===== config.mk =====
export PLATFORM = sky130hd
export DESIGN_NAME = mux_behave_param_nx1_rr
export DESIGN_NICKNAME = d
export VERILOG_FILES = /design/src/rtl/mux_behave_param_nx1_rr.sv
export SDC_FILE = /design/constraint.sdc
export NUM_CORES = 1
export LEC_CHECK = 0
export CORE_UTILIZATION = 37
export DETAILED_ROUTE_END_ITERATION = 12
export GPL_TIMING_DRIVEN = 0
export PLACE_DENSITY = 0.9
export SLEW_MARGIN = 20
export SYNTH_ARGS = -nofsm -noshare
export SYNTH_HDL_FRONTEND = slang
export SYNTH_SLANG_ARGS = --single-unit

===== constraint.sdc =====
create_clock -name clk -period 3.9 [get_ports clk]
set_input_delay 0.39 -clock clk [delete_from_list [all_inputs] [get_ports clk]]
set_output_delay 0.39 -clock clk [all_outputs]
set_load 0.005 [all_outputs]

===== src/rtl/mux_behave_param_nx1_rr.sv =====
// ---------------------------------------------------------------------------
// mux_behave_param_nx1_rr
//   Registered N:1 word multiplexer with a one-entry valid/ready output stage.
//   mode=0 selects the channel given by in_selec. mode=1 schedules the valid
//   channels round-robin, starting from an internal pointer.
//
// Ports
//   clk        rising-edge clock
//   rst        synchronous reset, active-high
//   in_data    packed channel words, channel k = in_data[k*WIDTH +: WIDTH]
//   in_valid   per-channel word valid
//   in_ready   per-channel accept (one-hot or zero)
//   mode       0 = fixed select, 1 = round-robin
//   in_selec   channel index used when mode=0
//   out_y      registered selected word
//   out_chan   index of the channel held in out_y
//   out_valid  out_y/out_chan hold a word
//   out_ready  downstream accepts the held word
// ---------------------------------------------------------------------------
module mux_behave_param_nx1_rr #(
  parameter int WIDTH    = 16,
  parameter int CHANNELS = 8,
  parameter int SEL_W    = 3
) (
  input  logic                      clk,
  input  logic                      rst,
  input  logic [CHANNELS*WIDTH-1:0] in_data,
  input  logic [CHANNELS-1:0]       in_valid,
  output logic [CHANNELS-1:0]       in_ready,
  input  logic                      mode,
  input  logic [SEL_W-1:0]          in_selec,
  output logic [WIDTH-1:0]          out_y,
  output logic [SEL_W-1:0]          out_chan,
  output logic                      out_valid,
  input  logic                      out_ready
);

  // Channel count and last index expressed in select-sized vectors so all
  // index arithmetic stays width-matched.
  localparam logic [SEL_W:0]   CH_L    = CHANNELS[SEL_W:0];
  localparam int               CH_M1_I = CHANNELS - 1;
  localparam logic [SEL_W-1:0] CH_M1   = CH_M1_I[SEL_W-1:0];

  logic [WIDTH-1:0] r_out_y;
  logic [SEL_W-1:0] r_out_chan;
  logic             r_out_valid;
  logic [SEL_W-1:0] r_rr_ptr;

  logic [WIDTH-1:0] w_ch     [CHANNELS];
  logic [SEL_W-1:0] w_cand   [CHANNELS];
  logic [CHANNELS-1:0] w_cand_v;

  logic             w_can_take;
  logic             w_grant_ok;
  logic [SEL_W-1:0] w_grant;
  logic             w_xfer;
  logic [CHANNELS-1:0] w_in_ready;

  // Unpack the channel words.
  for (genvar gi = 0; gi < CHANNELS; gi++) begin : g_unpack
    assign w_ch[gi] = in_data[gi*WIDTH +: WIDTH];
  end

  // Round-robin candidate for scan position gi: channel (rr_ptr + gi) mod N.
  // rr_ptr < N, so a single conditional subtract performs the wrap.
  for (genvar gi = 0; gi < CHANNELS; gi++) begin : g_scan
    localparam int             OFF_I = gi;
    localparam logic [SEL_W:0] OFF   = OFF_I[SEL_W:0];
    logic [SEL_W:0] w_sum;
    logic [SEL_W:0] w_wrap;
    assign w_sum       = {1'b0, r_rr_ptr} + OFF;
    assign w_wrap      = w_sum - CH_L;
    assign w_cand[gi]  = (w_sum >= CH_L) ? w_wrap[SEL_W-1:0] : w_sum[SEL_W-1:0];
    assign w_cand_v[gi] = in_valid[w_cand[gi]];
  end

  // Output stage can accept a new word when empty or draining this cycle.
  assign w_can_take = !r_out_valid || out_ready;

  always_comb begin
    w_grant_ok = 1'b0;
    w_grant    = '0;
    if (!mode) begin
      // Fixed select: grant does not look at in_valid; out-of-range means none.
      if ({1'b0, in_selec} < CH_L) begin
        w_grant_ok = 1'b1;
        w_grant    = in_selec;
      end
    end else begin
      // Walk from the farthest scan position back to position 0 so the
      // nearest valid channel after rr_ptr wins.
      for (int i = CHANNELS - 1; i >= 0; i--) begin
        if (w_cand_v[i]) begin
          w_grant_ok = 1'b1;
          w_grant    = w_cand[i];
        end
      end
    end
  end

  always_comb begin
    w_in_ready = '0;
    if (!rst && w_grant_ok) begin
      w_in_ready[w_grant] = w_can_take;
    end
  end

  assign in_ready = w_in_ready;
  assign w_xfer   = !rst && w_grant_ok && w_can_take && in_valid[w_grant];

  always_ff @(posedge clk) begin
    if (rst) begin
      r_out_y     <= '0;
      r_out_chan  <= '0;
      r_out_valid <= 1'b0;
      r_rr_ptr    <= '0;
    end else begin
      if (w_xfer) begin
        // A transfer also covers the simultaneous-drain case: the new word
        // simply replaces the departing one.
        r_out_y     <= w_ch[w_grant];
        r_out_chan  <= w_grant;
        r_out_valid <= 1'b1;
        if (mode) begin
          r_rr_ptr <= (w_grant == CH_M1) ? '0 : w_grant + 1'b1;
        end
      end else if (r_out_valid && out_ready) begin
        r_out_valid <= 1'b0;
      end
    end
  end

  assign out_y     = r_out_y;
  assign out_chan  = r_out_chan;
  assign out_valid = r_out_valid;

endmodule

# Word-level counts from Yosys, hierarchy flattened
# Cells that the tools add are included.
dict set report word_totals {
  reg_bits 23
  in_bits 143
  wordCells 105
}
dict set report op_classes {
  add_sub_neg 16
  n_lt_le_gt_ge 19
  eq_ne 1
  mux 53
  bitwise_logic 2
  n_reduce_logical 10
}
# op count
set op_table {}
lappend op_table {{3-bit two-way mux} 18}
lappend op_table {{16-bit binary-select mux with 3-bit select} 1}
lappend op_table {{3-bit by 4-bit less-than comparator with 1-bit output (second input constant)} 9}
lappend op_table {{4-bit greater-or-equal comparator (second input constant)} 8}
lappend op_table {{16-bit two-way mux} 2}
lappend op_table {{1-bit binary-select mux with 3-bit select} 9}
lappend op_table {{3-bit by 1-bit subtractor with 3-bit output (second input constant)} 8}
lappend op_table {{1-bit two-way mux} 21}
lappend op_table {{3-bit by 3-bit adder with 4-bit output (second input constant)} 4}
lappend op_table {{3-bit by 2-bit adder with 4-bit output (second input constant)} 2}
lappend op_table {{8-bit bitwise AND} 1}
lappend op_table {{8-bit two-way mux} 1}
lappend op_table {{1-bit logical AND} 5}
lappend op_table {{3-bit by 1-bit adder with 4-bit output (second input constant)} 1}
lappend op_table {{3-bit by 4-bit greater-or-equal comparator with 1-bit output (second input constant)} 1}
lappend op_table {{3-bit inverter with 4-bit output} 1}
lappend op_table {{3-bit by 1-bit adder with 3-bit output (second input constant)} 1}
lappend op_table {{1-bit demux with 3-bit select} 1}
lappend op_table {{3-bit equality test (second input constant)} 1}
lappend op_table {{3-bit by 1-bit greater-or-equal comparator with 1-bit output (second input constant)} 1}
lappend op_table {{1-bit logical NOT} 2}
lappend op_table {{2-bit AND reduction} 1}
lappend op_table {{2-bit nonzero test} 1}
lappend op_table {{1-bit logical OR} 1}

# Logic depth before layout (Yosys ltp)
# Gate-level depths: netlist (run 1).
dict set report logic_depth {
  word_depth 20
  ltp_mapped 19
  mapped_depth_nobuf 12
}

# Least setup slack after synthesis (run 1)
# OpenSTA, ideal clock, no wires.
dict set report synth_timing {
  path_type {reg-to-reg}
  start {reg r_rr_ptr[1]}
  end {reg r_out_y[4], in the netlist out_y[4]}
  t_arrival_ns 4.145
  setup_slack_ns -0.315
  stages_incl_launch_ff 17
  period_less_slack_ns 4.215
  cell_sequence {dfxtp_1 buf_2 clkinv_1 ha_1 buf_2 buf_2 mux4_2 mux2_2 nor2_1 a2111oi_4 or3_1 o21bai_4 mux2_4 a2bb2oi_4 buf_2 or3_1 a21oi_1}
}
dict set report synth_between {
  elab_chain_cells 18
}
# element line
set synth_rtl {}
lappend synth_rtl {{start, declared} 47} ;# logic [SEL_W-1:0] r_rr_ptr;
lappend synth_rtl {{start signal, assigned} 125} ;# r_rr_ptr <= (w_grant == CH_M1) ? '0 : w_grant + 1'b1;
lappend synth_rtl {{3-bit by 3-bit adder with 4-bit output} 71} ;# assign w_sum = {1'b0, r_rr_ptr} + OFF;
lappend synth_rtl {{4-bit greater-or-equal comparator / 3-bit by 1-bit subtractor with 3-bit output (equally long branches)} {73, 72}}
lappend synth_rtl {{3-bit two-way mux} 73} ;# assign w_cand[gi] = (w_sum >= CH_L) ? w_wrap[SEL_W-1:0] : w_sum[SEL_W-1:0];
lappend synth_rtl {{1-bit binary-select mux with 3-bit select} 74} ;# assign w_cand_v[gi] = in_valid[w_cand[gi]];
lappend synth_rtl {{1-bit two-way mux (not written as such)} 74}
lappend synth_rtl {{3-bit two-way mux (8 in series)} 93} ;# if (w_cand_v[i]) begin
lappend synth_rtl {{3-bit two-way mux} 83} ;# if (!mode) begin
lappend synth_rtl {{3-bit inverter with 4-bit output (not written as such)} 121} ;# r_out_y <= w_ch[w_grant];
lappend synth_rtl {{16-bit binary-select mux with 3-bit select} 121}
lappend synth_rtl {{16-bit two-way mux (not written as such) (2 in series)} 121}
lappend synth_rtl {{end signal, assigned} 121}
lappend synth_rtl {{end, declared} 44} ;# logic [WIDTH-1:0] r_out_y;
# Several ways; a longest one is shown, not always the timed one. The select of a mux whose other input is x is not followed.
# A chain may end at the register's enable or synchronous reset.

# Final worst setup path (run 1)
dict set report layout_timing {
  start {reg r_rr_ptr[0]}
  end {reg r_rr_ptr[2]}
}
dict set report layout_between {
  elab_chain_cells 18
}
# element line
set layout_rtl {}
lappend layout_rtl {{3-bit by 3-bit adder with 4-bit output} 71}
lappend layout_rtl {{4-bit greater-or-equal comparator / 3-bit by 1-bit subtractor with 3-bit output (equally long branches)} {73, 72}}
lappend layout_rtl {{3-bit two-way mux} 73}
lappend layout_rtl {{1-bit binary-select mux with 3-bit select} 74}
lappend layout_rtl {{1-bit two-way mux (not written as such)} 74}
lappend layout_rtl {{3-bit two-way mux / 1-bit two-way mux (equally long branches) (8 in series)} 93}
lappend layout_rtl {{3-bit two-way mux / 1-bit two-way mux (equally long branches)} 83}
lappend layout_rtl {{1-bit binary-select mux with 3-bit select / 1-bit logical AND (equally long branches)} 109} ;# assign w_xfer = !rst && w_grant_ok && w_can_take && in_valid[w_grant];
lappend layout_rtl {{1-bit two-way mux (not written as such) / 1-bit logical AND (equally long branches)} 109}
lappend layout_rtl {{1-bit logical AND} 109}
lappend layout_rtl {{2-bit AND reduction (no line)} -}
# Several ways; a longest one is shown, not always the timed one. The select of a mux whose other input is x is not followed.

==> results.cfg, run 1 <==
[global_routing]
grt_max_degree = 13
grt_pass1_wl_um = 18580
grt_pass1_vias = 3948
overflow = 0
grt.total_usage = 0.2637
antenna_found_initial = 0

[hold_path]
hold_path_class = flip-flop to flip-flop
worstHoldPathCells = 2
min_from = out_y[7]
worstHoldEndpoint = out_y[7]

[layout]
final_cells = 679
finalNetCount = 721
diodes = 0
fill_cells = 569
final_area_mm2 = 0.005707
syn_to_final_growth_pct = 78.93
drive_gt1_frac = 0.3571

[detailed_routing]
drc = 0
drt-pass1-iter-count = 5
wl_per_cell_um = 20.98
drt_iter0_markers = 401
viasPerCell = 6.124
drtAntennaViolNets = 0
drt_wl_total_um = 14240
vias = 4158

[synthesis]
synth_commonest_cells = mux2_2, nand2_1, o22ai_1
syn_inst = 369
synth_edf_count = 0
synth-async-reset-ratio = 0
synth_most_common_cell = mux2_2
synth_largest_area_cell = mux2_2
synthFlopType = dfxtp_1
synth_fp_nets = 515
synth.area.top_cells = mux2_2, dfxtp_1, mux4_2
synth_top_area_frac = 0.2330
synth-seq-cells = 23
ys_seq_area_frac = 0.1444
ys_types = 58
avgSynthCellArea_um2 = 8.643
yosysWarnings = 0
netlist_area_mm2 = 0.003189

[floorplanning]
fp.dieArea_mm2 = 0.008995
ioPinCount = 171
die_height_um = 94.84
row_count = 33
start_util = 0.3843
die_x_um = 94.84
core_mm2 = 0.008299

[flow_run]
max_cap_violations = 0

[critical_path]
crit_fanout = 6
timing.reg2reg.worst_path_depth = 19
arrival_ns = 4.26
r2r_start = r_rr_ptr[0]
cp-end-kind = flip-flop
required_ns = 4.04
regToRegSetupSlack_ns = -0.22
start_kind = flip-flop
path_class = flip-flop to flip-flop
r2r-end = r_rr_ptr[2]

[pwr]
power.density_mw_per_mm2 = 776.3
vdd_drop_max_mv = 0.2980
leakage_nw = 2.130

[clock_tree]
cts_sinks = 23
insertion_delay_ns = 0.27
clk_path_buf_depth = 2
h-tree-depth = 1
cts_tree = built
cts.root.buffer_cell = clkbuf_8
cts.clk_slew.worst_paths_ns = 0.09
cts_made_buffers = 3

[timing]
fin_crit_ns = 4.121
fin_crit_sh = 1.057
tightest_slew_ns = 0.6867
fin_skew_ns = 0.009988
max_freq_ghz = 0.2426
finalSetupViolations = 22
slew_viol_final = 0
timing.hold.ws_ns = 0.4675
worst_slew_margin_rel = 0.5422
finalHoldViolCount = 0
setup_ws_ns = -0.2213
rsz0062_at_grt = true

[outcome]
violations = setup timing
status = finished, violations left

[placed_design]
dp_hpwl_um = 9784
postPlaceCellArea_mm2 = 0.005099
place_congestion = 0.9120
placed_cells = 644
port-buffer-count = 170
kinds of logic after synthesis:
family,count (synthesis),synth area share
buf+inv,38,0.06434
flops,23,0.1444
simple gates,105,0.1593
compound gates,100,0.2268
xor+xnor,5,0.01373
fa+ha+maj,3,0.01177
mux,95,0.3798
worst max-delay path, stage by stage (launching register included):
cell,delay (ns)
dfxtp_2,0.35
buf_6,0.10
buf_12,0.10
inv_8,0.04
ha_4,0.30
buf_8,0.10
mux4_2,0.33
buf_6,0.16
mux2_4,0.26
o22ai_4,0.21
a2111oi_4,0.07
or3_4,0.35
o21bai_4,0.16
buf_6,0.17
mux2_4,0.33
buf_6,0.12
buf_6,0.11
o2bb2ai_4,0.22
a21oi_2,0.11
a311oi_1,0.38
through the flow:
step	total power, mW	TNS [ns]	setup WS, ns	util
floorplan	2.486	0	0.02273	-
global placement	3.219	-7.974	-0.4540	0.6144
detailed placement	3.306	-11.00	-0.5712	0.6144
CTS	3.817	-1.425	-0.09443	0.6502
global route	4.631	-4.601	-0.3223	0.6876
finish	4.430	-2.091	-0.2213	0.6876
repair_timing:
action,4_1_cts,5_1_grt
hold buffers,0,0
endpoints found under the setup margin,31,30
gates cloned,1,0
pin swaps,12,28
buffers inserted,22,13
gates resized for setup,53,63
metal layers:
| layer | part of all wire | vias up | wire length, um | track usage |
|---|---|---|---|---|
| met3 | 0.091 | 54 | 1299 | 0.05958 |
| met4 | 0.033 | 0 | 463 | 0.07323 |
| met5 | 0 | - | 0 | 0 |
| met1 | 0.37 | 1990 | 5272 | 0.3204 |
| li1 | - | 1824 | - | - |
| met2 | 0.51 | 290 | 7208 | 0.4634 |
final cells by class:
type                       count  area (um2)  area share
multi-input combinational    308        2791      0.4891
clock buffer                   4       45.04    0.007893
tap                          105       131.4     0.02302
inverter                       8       45.04    0.007893
timing repair buffer         206        1996      0.3497
sequential                    23       465.4     0.08156
buffer                        25       232.7     0.04078
sequential cells by signal, summed over array words and instances, names as in the netlist:
signal	flops
out_valid	1
out_y	16
out_chan	3
r_rr_ptr	3
placed cells by master (no fill, tap or decap), types with 3 or more instances in the layout:
master and count:
a211oi_1 4, a21oi_1 12, a21oi_2 14, a22o_1 5, and3_1 4, buf_2 4
buf_4 31, buf_6 14, buf_8 6, clkbuf_1 6, clkbuf_8 3, clkdlybuf4s50_1 155
dfxtp_1 21, dlygate4sd2_1 10, inv_1 5, mux2_1 8, mux2_2 63, mux2_4 4
mux2i_1 5, mux4_2 12, nand2_1 33, nand2b_1 7, nand3_1 5, nor2_1 18
nor3_1 3, o21ai_0 5, o22ai_1 31, or2_2 3, or3_1 5, or3_4 13
xnor2_1 3
report_power, final:
| group | internal (mW) | switching [mW] | total, mW |
|---|---|---|---|
| logic | 2.02 | 1.86 | 3.88 |
| clock network | 0.0730 | 0.0779 | 0.151 |
| registers | 0.335 | 0.0633 | 0.398 |
worst max path at each step:
stage / from / endpoint
5_1_grt: r_rr_ptr[0] / r_rr_ptr[2]
4_1_cts: r_rr_ptr[0] / in_ready[1]
2_1_floorplan: r_rr_ptr[0] / out_y[4]
3_5_place_dp: r_rr_ptr[1] / in_ready[4]
6_report: r_rr_ptr[0] / r_rr_ptr[2]
3_3_place_gp: r_rr_ptr[1] / in_ready[6]
No activity file was read; power rests on OpenSTA's default activity.
==> run 2, diff against run 1 <==
--- a/config.mk
+++ b/config.mk
@@ -13,3 +13,4 @@
 export SYNTH_ARGS = -nofsm -noshare
 export SYNTH_HDL_FRONTEND = slang
 export SYNTH_SLANG_ARGS = --single-unit
+export TNS_END_PERCENT = 50
==> run 2 against run 1 <==
Clock skew fell by 0.0066 ns. Die area is the same. Combinational power down 5.9%. Utilization decreased by 1.6 points. Via count shrank 2.8%. The flow still finishes with violations (setup timing). First-iteration DRC count decreased by 13%. Largest cell class unchanged.
==> results.cfg, run 2 (synthesis gave the netlist of run 1 again) <==
[critical_path]
cp-end-kind = flip-flop
required_ns = 4.10
timing.reg2reg.worst_path_depth = 18
crit_fanout = 6
regToRegSetupSlack_ns = -0.12
r2r_start = r_rr_ptr[0]
arrival_ns = 4.22
path_class = flip-flop to flip-flop
start_kind = flip-flop
cp-endpoint = out_y[0]
crit_path_start = r_rr_ptr[0]
r2r-end = out_y[0]

[pwr]
power.density_mw_per_mm2 = 751.2
vdd_drop_max_mv = 0.2967
leakage_nw = 2.060

[clock_tree]
cts.clk_slew.worst_paths_ns = 0.08
cts_made_buffers = 3
cts_sinks = 23
h-tree-depth = 1
cts_tree = built
clk_path_buf_depth = 2
ctsHoldBuffers = 0
cts.root.buffer_cell = clkbuf_8
insertion_delay_ns = 0.26

[layout]
syn_to_final_growth_pct = 74.74
finalNetCount = 714
seq_area_um2 = 465.4
mostFrequentLayoutCells = clkdlybuf4s50_1, mux2_2, nand2_1
final_cells = 672
largest_reg_flops = 16
post-route-util = 0.6715
drive_gt1_frac = 0.3351
multiInputGateArea_mm2 = 0.002748
final_common_cell = clkdlybuf4s50_1
fill_cells = 613
diodes = 0

[placed_design]
port-buffer-count = 170
dp_hpwl_um = 9784
place_congestion = 0.9120
placed_cells = 644

[timing]
tightest_slew_ns = 0.6402
timing.hold.ws_ns = 0.4639
slew_viol_final = 0
worst_slew_margin_rel = 0.5732
rsz0062_at_grt = true
max_freq_ghz = 0.2486
fin_crit_ns = 4.022
fin_skew_ns = 0.003345
fin_crit_sh = 1.031
setup_ws_ns = -0.1225
finalHoldViolCount = 0
finalSetupViolations = 21

[hold_path]
hold_path_class = flip-flop to flip-flop
worstHoldPathCells = 2

[detailed_routing]
drt-pass1-iter-count = 5
drc = 0
wl_per_cell_um = 19.83
viasPerCell = 6.012
drt_wl_total_um = 13320
drtAntennaViolNets = 0
drt_iter0_markers = 348
vias = 4040

[outcome]
violations = setup timing
status = finished, violations left

[global_routing]
grt.total_usage = 0.2639
grt_max_degree = 13
grt_pass1_wl_um = 18580
overflow = 0
grt_pass1_vias = 3945
antenna_found_initial = 0

[floorplanning]
die_height_um = 94.84
start_util = 0.3843
die_x_um = 94.84
ioPinCount = 171
core_mm2 = 0.008299
fp.dieArea_mm2 = 0.008995
row_count = 33

[flow_run]
max_cap_violations = 0
[run 2: power breakdown]
part	leakage (nW)	switching, mW	internal [mW]	total [mW]
Sequential	0.189	0.0589	0.335	0.394
Combinational	1.85	1.76	1.89	3.65
Clock	0.0228	0.0737	0.0729	0.147
[run 2: metal layers]
metal / GRT usage / wire length (um) / vias to the layer above / share of wire
li1: - / - / 1811 / -
met1: 0.3214 / 5031 / 1918 / 0.38
met2: 0.4628 / 6753 / 253 / 0.51
met3: 0.05958 / 1126 / 58 / 0.085
met4: 0.07323 / 414 / 0 / 0.031
met5: 0 / 0 / - / 0
[run 2: worst min-delay path by stage]
stage	startpoint	endpoint	slack, ns
after floorplan	out_y[5]	out_y[5]	0.45
after global placement	out_y[10]	out_y[10]	0.44
after detailed placement	out_y[7]	out_y[7]	0.46
after CTS	out_y[7]	out_y[7]	0.47
after global routing	out_y[1]	out_y[1]	0.49
final	out_y[7]	out_y[7]	0.46
[run 2: critical path, stage by stage (launching register included)]
cell	delay (ns)
dfxtp_2	0.35
buf_6	0.10
buf_12	0.10
inv_8	0.04
ha_4	0.29
buf_8	0.10
mux4_2	0.33
buf_6	0.16
mux2_4	0.26
o22ai_4	0.20
a2111oi_4	0.07
or3_4	0.35
o21bai_4	0.16
buf_6	0.17
mux2_4	0.34
a2bb2oi_4	0.21
buf_6	0.17
or3_4	0.40
a21oi_2	0.12
[run 2: area by class of cell]
| type | instances | area share |
|---|---|---|
| multi-input cells | 308 | 0.4930 |
| repair buffers | 198 | 0.3437 |
| flip-flops and latches | 23 | 0.08352 |
| plain buffers | 26 | 0.03996 |
| well taps | 105 | 0.02357 |
| clock buffers | 4 | 0.008083 |
| inverters | 8 | 0.008083 |
[run 2: through the flow]
step | setup WS, ns | area, um2 | setup TNS [ns] | power (mW)
after floorplan | 0.02273 | 3266 | 0 | 2.486
after global routing | -0.2187 | 5573 | -3.795 | 4.410
after global placement | -0.4540 | 5099 | -7.974 | 3.219
after CTS | -0.09443 | 5396 | -1.425 | 3.817
after detailed placement | -0.5712 | 5099 | -11.00 | 3.306
final | -0.1225 | 5573 | -1.308 | 4.186
[run 2: timing repair]
action                                  4_1_cts  5_1_grt
endpoints found under the setup margin       31       30
resized for setup                            53       41
buffers inserted                             22        5
cloned                                        1        0
pin swaps                                    12       20
